### config.mk
export PLATFORM = sky130hd
export DESIGN_NAME = joy_serial_multi
export DESIGN_NICKNAME = d
export VERILOG_FILES = /design/src/rtl/joy_serial_multi.sv
export SDC_FILE = /design/constraint.sdc
export NUM_CORES = 1
export LEC_CHECK = 0
export ABC_AREA = 1
export CORE_MARGIN = 2
export CORE_UTILIZATION = 45
export DETAILED_ROUTE_END_ITERATION = 12
export PLACE_DENSITY = 0.73
export SLEW_MARGIN = 10
export SYNTH_ARGS = -nofsm -noshare
export SYNTH_HDL_FRONTEND = slang
export SYNTH_SLANG_ARGS = --single-unit
export TNS_END_PERCENT = 10
### constraint.sdc
create_clock -name clk -period 8.3 [get_ports clk]
set_clock_uncertainty 0.05 [all_clocks]
set_input_delay 0.83 -clock clk [delete_from_list [all_inputs] [get_ports clk]]
set_output_delay 0.83 -clock clk [all_outputs]
set_load 0.01 [all_outputs]
### src/rtl/joy_serial_multi.sv
// joy_serial_multi: reads a daisy-chained 74HC165 joystick chain and returns
// debounced active-high button vectors, one BITS-wide field per player.
module joy_serial_multi #(
  parameter int NUM_PLAYERS = 2,
  parameter int BITS        = 12,
  parameter int CLK_DIV     = 16,
  parameter int DEBOUNCE    = 2
) (
  input  logic                        clk,
  input  logic                        reset,
  input  logic                        enable,
  output logic                        JOY_CLK,
  output logic                        JOY_LOAD,
  input  logic                        JOY_DATA,
  output logic [NUM_PLAYERS*BITS-1:0] joystick,
  output logic                        frame_done
);
  localparam int TOTAL = NUM_PLAYERS * BITS;
  localparam int BW    = $clog2(TOTAL);
  typedef enum logic [2:0] {IDLE, LOAD, LOW, HIGH, GAP} state_t;
  state_t            state, state_n;
  logic [7:0]        div;
  logic [BW-1:0]     bit_cnt;
  logic [2:0]        db_cnt, db_cnt_n;
  logic [1:0]        sync;
  logic [TOTAL-1:0]  raw, prev, cand;
  logic              tick, last_bit;
  assign tick     = div == 8'(CLK_DIV - 1);
  assign last_bit = bit_cnt == BW'(TOTAL - 1);
  assign cand     = ~raw;
  assign db_cnt_n = cand != prev ? 3'd0 : db_cnt == 3'(DEBOUNCE - 1) ? db_cnt : db_cnt + 3'd1;
  always_comb begin
    state_n = state;
    case (state)
      IDLE:    state_n = enable ? LOAD : IDLE;
      LOAD:    state_n = tick ? LOW : LOAD;
      LOW:     state_n = tick ? HIGH : LOW;
      HIGH:    state_n = tick ? (last_bit ? GAP : LOW) : HIGH;
      GAP:     state_n = tick ? (enable ? LOAD : IDLE) : GAP;
      default: state_n = IDLE;
    endcase
  end
  // Pins are registered from the next state so they change with the state itself.
  always_ff @(posedge clk or posedge reset) begin
    if (reset) begin
      state      <= IDLE;
      div        <= '0;
      bit_cnt    <= '0;
      db_cnt     <= '0;
      sync       <= '0;
      raw        <= '0;
      prev       <= '0;
      joystick   <= '0;
      frame_done <= 1'b0;
      JOY_CLK    <= 1'b0;
      JOY_LOAD   <= 1'b1;
    end else begin
      state      <= state_n;
      div        <= (state == IDLE || tick) ? 8'd0 : div + 8'd1;
      sync       <= {sync[0], JOY_DATA};
      JOY_CLK    <= state_n == HIGH;
      JOY_LOAD   <= state_n != LOAD;
      frame_done <= state == GAP && tick;
      if (state == LOAD && tick) bit_cnt <= '0;
      if (state == HIGH && tick && !last_bit) bit_cnt <= bit_cnt + BW'(1);
      if (state == LOW && tick) raw[bit_cnt] <= sync[1];
      if (state == GAP && tick) begin
        db_cnt <= db_cnt_n;
        prev   <= cand;
        if (db_cnt_n == 3'(DEBOUNCE - 1)) joystick <= cand;
      end
    end
  end
endmodule

---- Word level (Yosys, flattened, before mapping) ----
Index checks and enable logic that the tools add are counted.
storage, ports and cells
  flip-flop bits (word level) ............. 96
  input port bits ......................... 4
  logic and storage cells ................. 54
cells by class
  $add $sub $neg .......................... 3
  magnitude comparators ................... 2
  eq/ne operators ......................... 11
  mux-type cells .......................... 15
  bitwise gates (word level) .............. 1
  reductions and logical operators ........ 11
operators with widths
  cell                                                   number
  bitwise mux 24 bit                                     1
  inequality test 24 bit                                 1
  inverter 24 bit                                        1
  2-to-1 mux 3 bit                                       5
  one-hot mux 3 bit (5 select lines)                     1
  2-to-1 mux 5 bit                                       2
  equality test 3 x 1 -> 1 bit, second input constant    3
  equality test 3 x 2 -> 1 bit, second input constant    3
  adder 8 x 1 -> 8 bit, second input constant            1
  equality test 8 x 4 -> 1 bit, second input constant    1
  2-to-1 mux 8 bit                                       1
  logical AND 1 bit                                      6
  < comparator 5 x 6 -> 1 bit, second input constant     1
  adder 5 x 1 -> 5 bit, second input constant            1
  demux 1 bit (select 5 bit)                             1
  equality test 5 bit, second input constant             1
  >= comparator 5 x 1 -> 1 bit, second input constant    1
  adder 3 x 1 -> 3 bit, second input constant            1
  equality test 3 bit, second input constant             1
  logical NOT 3 bit                                      1
  2-to-1 mux 1 bit                                       3
  inequality test 3 x 1 -> 1 bit, second input constant  1
  2-to-1 mux 2 bit                                       1
  AND reduction 2 bit                                    1
  other kinds (3)                                        3

---- Longest topological paths before layout ----
  word-level depth ........................ 5
  mapped depth ............................ 13
  gate-level depth less buffers ........... 12

---- Worst setup path after synthesis ----
OpenSTA, ideal clock, no wires.
  path type ............................... flip-flop to flip-flop
  start ................................... register div[0]
  end ..................................... register joystick[0]
  library setup time ...................... 0.123 ns
  arrival ................................. 1.587 ns
  required time ........................... 8.127 ns
  slack ................................... 6.540 ns
  stages on the path, launching flop included .. 10
  buffers on the path ..................... 1
  period minus slack after synthesis ...... 1.760 ns
  cell sequence ........................... dfrtp_1 -> ha_1 -> nand3_2 -> nor2_4 -> inv_2 -> nor2_8 -> nand4_4 -> clkbuf_1 -> o21ai_0 -> nand2_1
on the way
  longest elaborated chain between the ends .. 3
ends and longest elaborated chain
  item                                  line  RTL
  start, declared                       22    logic [7:0] div;
  start signal, assigned                59    div <= (state == IDLE || tick) ? 8'd0 : div + 8'd1;
  equality test 8 x 4 -> 1 bit          28    assign tick = div == 8'(CLK_DIV - 1);
  logical AND 1 bit                     67    if (state == GAP && tick) begin
  AND reduction 2 bit (no source line)  --
  end signal, assigned                  70    if (db_cnt_n == 3'(DEBOUNCE - 1)) joystick <= cand;
  end, declared                         15    output logic [NUM_PLAYERS*BITS-1:0] joystick,
Every way passes these cells.
A chain may end at the register's enable or synchronous reset.

---- Worst setup path after layout ----
  start ................................... register div[0]
  end ..................................... register joystick[12]
Same word-level chain as after synthesis.

==> key figures <==
Pwr
  • Sw power: 0.0001664 W
  • Internal Pwr Total: 0.0006157 W
  • Max VDD drop: 0.00008067 V
  • Comb power frac: 1.6%
  • Clk pwr share: 38.5%
  • Leak Pwr: 2.382 nW
  • Pwr dens: 154.5 nW/µm²
  • Switching share of total power: 21.28%
  • Reg power frac: 59.9%

Floorplanning
  • # rows: 36
  • Io pins: 31
  • Initial Utilization: 46.01%
  • Die H: 103.7 µm
  • Total core area: 9729 µm²
  • Total die area: 10,760 µm²
  • Chip Width: 103.7 µm

GRT
  • Global-route wire length before repair: 15.39 mm
  • Met3 Usage GRT: 2.958%
  • Initial antenna violation count: 0
  • Most Crowded Layer GR: met2
  • Grt ovf: 0
  • Vias in the first global route: 3,391
  • Largest net degree at the start of global routing: 71
  • Met1 Track Usage GR: 23.93%
  • Grt met2 use: 27.72%
  • All-layer global routing usage: 17.26%

Clocking
  • Longest Clk Path Bufs: 2
  • Clk_lat worst skew: 0.35 ns
  • CTS Hold Buffers Added: 0
  • CTS tree: built
  • Inserted Clock Buffers: 9
  • Root buf cell: clkbuf_8
  • Post-CTS setup buffer count: 0
  • Clock transition at the registers of the reported paths: 0.09 ns
  • H-tree levels: 3
  • PostCTS Resize Cnt: 0
  • Sinks on Clock Net: 96

STA
  • RSZ-0062 raised after global routing: false
  • Min Clock Period, post-route: 2.639 ns
  • Finish-stage setup viols: 0
  • Max-slew violations: 0
  • Setup TNS: 0 ns
  • Slew HR: 41.60%
  • Fmax: 0.3789 GHz
  • Worst Tran Pin Value: 0.8761 ns
  • Final Hold Vio Count: 0
  • Crit share post-route: 31.80%

Logic synthesis
  • Mapped cell area: 4477 µm²
  • Cells after Synth: 548
  • Yosys reg bits: 96
  • Syn avg cell area: 8.169 µm²
  • Main synth FF type: dfrtp_1
  • Mapped Nets: 559
  • Post-synth cell types: 30
  • Post-synthesis sequential area ratio: 53.69%
  • Fraction of registers with async set/reset: 100.0%
  • Yosys warnings: 0
  • Post-synth EDFFs: 0

Place
  • GPL Wtd Cong: 0.7917
  • Post-DP Area: 4875 µm²
  • Placed cells: 697
  • HPWL after detailed placement: 6.225 mm
  • Port Buf Inserts: 30

Route
  • Drt first pass iters: 6
  • Wire length per cell: 12.45 µm
  • ANT nets after route: 0
  • DRT iter0 DRCs: 210
  • Drt via density: 5.006
  • Via count: 3,564
  • DRC viols: 0
  • Total wire length: 8.865 mm

Status
  • Outcome: complete, no violations

Finish
  • Area grow syn2layout: 13.08%
  • Final Non-Filler Cells: 712
  • Final instance area: 5062 µm²
  • Layout cells sized above 1: 4.663%
  • Final #Nets: 586
  • Ant. Diodes: 0

Worst setup path
  • CP Max Fanout: 33
  • Setup CP Type: reg -> reg
  • CP Capture Type: flip-flop
  • Critical path arrival: 2.89 ns
  • Crit-path slowest cell: nor2_4
  • CP startpoint kind: flip-flop
  • Critical Path Max Stage Delay: 0.56 ns
  • CP required: 8.55 ns
  • Critical path, cell by cell: ha_1 > nand3_2 > nor2_4 > inv_2 > nor2_8 > nand4_4 > nor2_4 > nand2_1 > nand2_1

Job
  • Max cap viols: 0

Worst hold path
  • Hold crit path type: reg -> reg
cell usage in the layout, fill, tap and decap left out, types with 2 or more instances in the layout:
cell type / count
ha_1: 7
nor3b_1: 2
nor2_4: 2
nand2_1: 181
o21ai_1: 4
o22ai_1: 2
xnor2_1: 7
a21oi_1: 4
nor2_2: 2
clkbuf_1: 2
nor4_1: 2
nand3_1: 29
inv_2: 3
nor2_1: 31
o21ai_0: 76
nand4_1: 4
inv_1: 65
xor2_1: 2
clkbuf_8: 10
nor3_1: 6
clkinv_2: 2
dfrtp_1: 95
clkdlybuf4s50_1: 30
per-layer routing:
metal	up-vias	routed length, µm
met5	-	0
met4	0	107
met3	8	329
met2	80	4099
met1	1692	4329
li1	1784	-
cells in the mapped netlist (3+ instances only):
cell type / number / area share [%]
ha_1: 7 / 2.0
o21ai_0: 76 / 8.5
nor2_1: 31 / 2.6
inv_1: 66 / 5.5
a21oi_1: 4 / 0.45
o21ai_1: 4 / 0.45
inv_2: 3 / 0.25
nand3_1: 29 / 3.2
nand4_1: 4 / 0.56
clkbuf_1: 8 / 0.67
buf_2: 5 / 0.56
nor3_1: 6 / 0.67
dfrtp_1: 95 / 53
nand2_1: 181 / 15
xnor2_1: 7 / 1.4
critical path, delay by kind of cell, from the launching register on:
family | cells | cell delay, ns
AND/OR/NAND/NOR | 7 | 1.83
flip-flops | 1 | 0.37
buffers and inverters | 1 | 0.10
adder cells (fa/ha/maj) | 1 | 0.21
flip-flops by register name (all words and copies together), names as in the netlist, 2 cells and up:
name,cells
db_cnt,3
bit_cnt,5
joystick,24
prev,24
sync,2
raw,24
state,3
div,8
layout make-up:
cell class | count | area [µm²]
Timing Repair Buffer | 31 | 307.8
Fill cell | 932 | 4667
Tap cell | 133 | 166.4
Clock inverter | 3 | 42.54
Multi-Input combinational cell | 368 | 1737
Sequential cell | 96 | 2404
Inverter | 69 | 260.3
Clock buffer | 12 | 145.1
power by group through the flow:
stage               registers (W)    logic, W  clock network (W)
global route             0.000469   0.0000152           0.000322
detailed placement       0.000478   0.0000134                  0
global placement         0.000478   0.0000132                  0
finish                   0.000468   0.0000126           0.000301
CTS                      0.000468   0.0000134           0.000306
floorplan                0.000478  0.00000850                  0
worst paths after layout:
check,start,to,slack (ns),cells past startpoint
setup / recovery,div[0],joystick[12],5.66,9
hold / removal,sync[0],sync[1],0.31,0
setup reg to reg,div[0],joystick[12],5.66,9
hold reg to reg,sync[0],sync[1],0.31,0
max in group asynchronous,reset,db_cnt[2],6.25,3
min in group asynchronous,reset,prev[2],0.73,2
per-stage QoR:
step	util (%)	setup slack (ns)	hold WS, ns	total power, W
after floorplan	-	4.916	0.2812	0.0004861
after global placement	50.10	5.749	0.2839	0.0004908
after detailed placement	50.10	5.678	0.2886	0.0004910
after CTS	52.03	5.656	0.3083	0.0007873
after global routing	52.03	5.332	0.3133	0.0008053
final	52.03	5.661	0.3073	0.0007821
cells by family (layout without fill, tap and decap cells):
group | Yosys count | in the layout | synth area share, %
xor gates and xnor gates | 9 | 9 | 1.761
buffers and inverters | 84 | 115 | 7.518
DFF | 96 | 96 | 53.69
adders and majority gates | 7 | 7 | 1.956
AOI/OAI and AO/OA | 88 | 88 | 10.01
and+or+nand+nor | 264 | 264 | 25.07
Note: power is estimated with default switching activity, not from simulation.
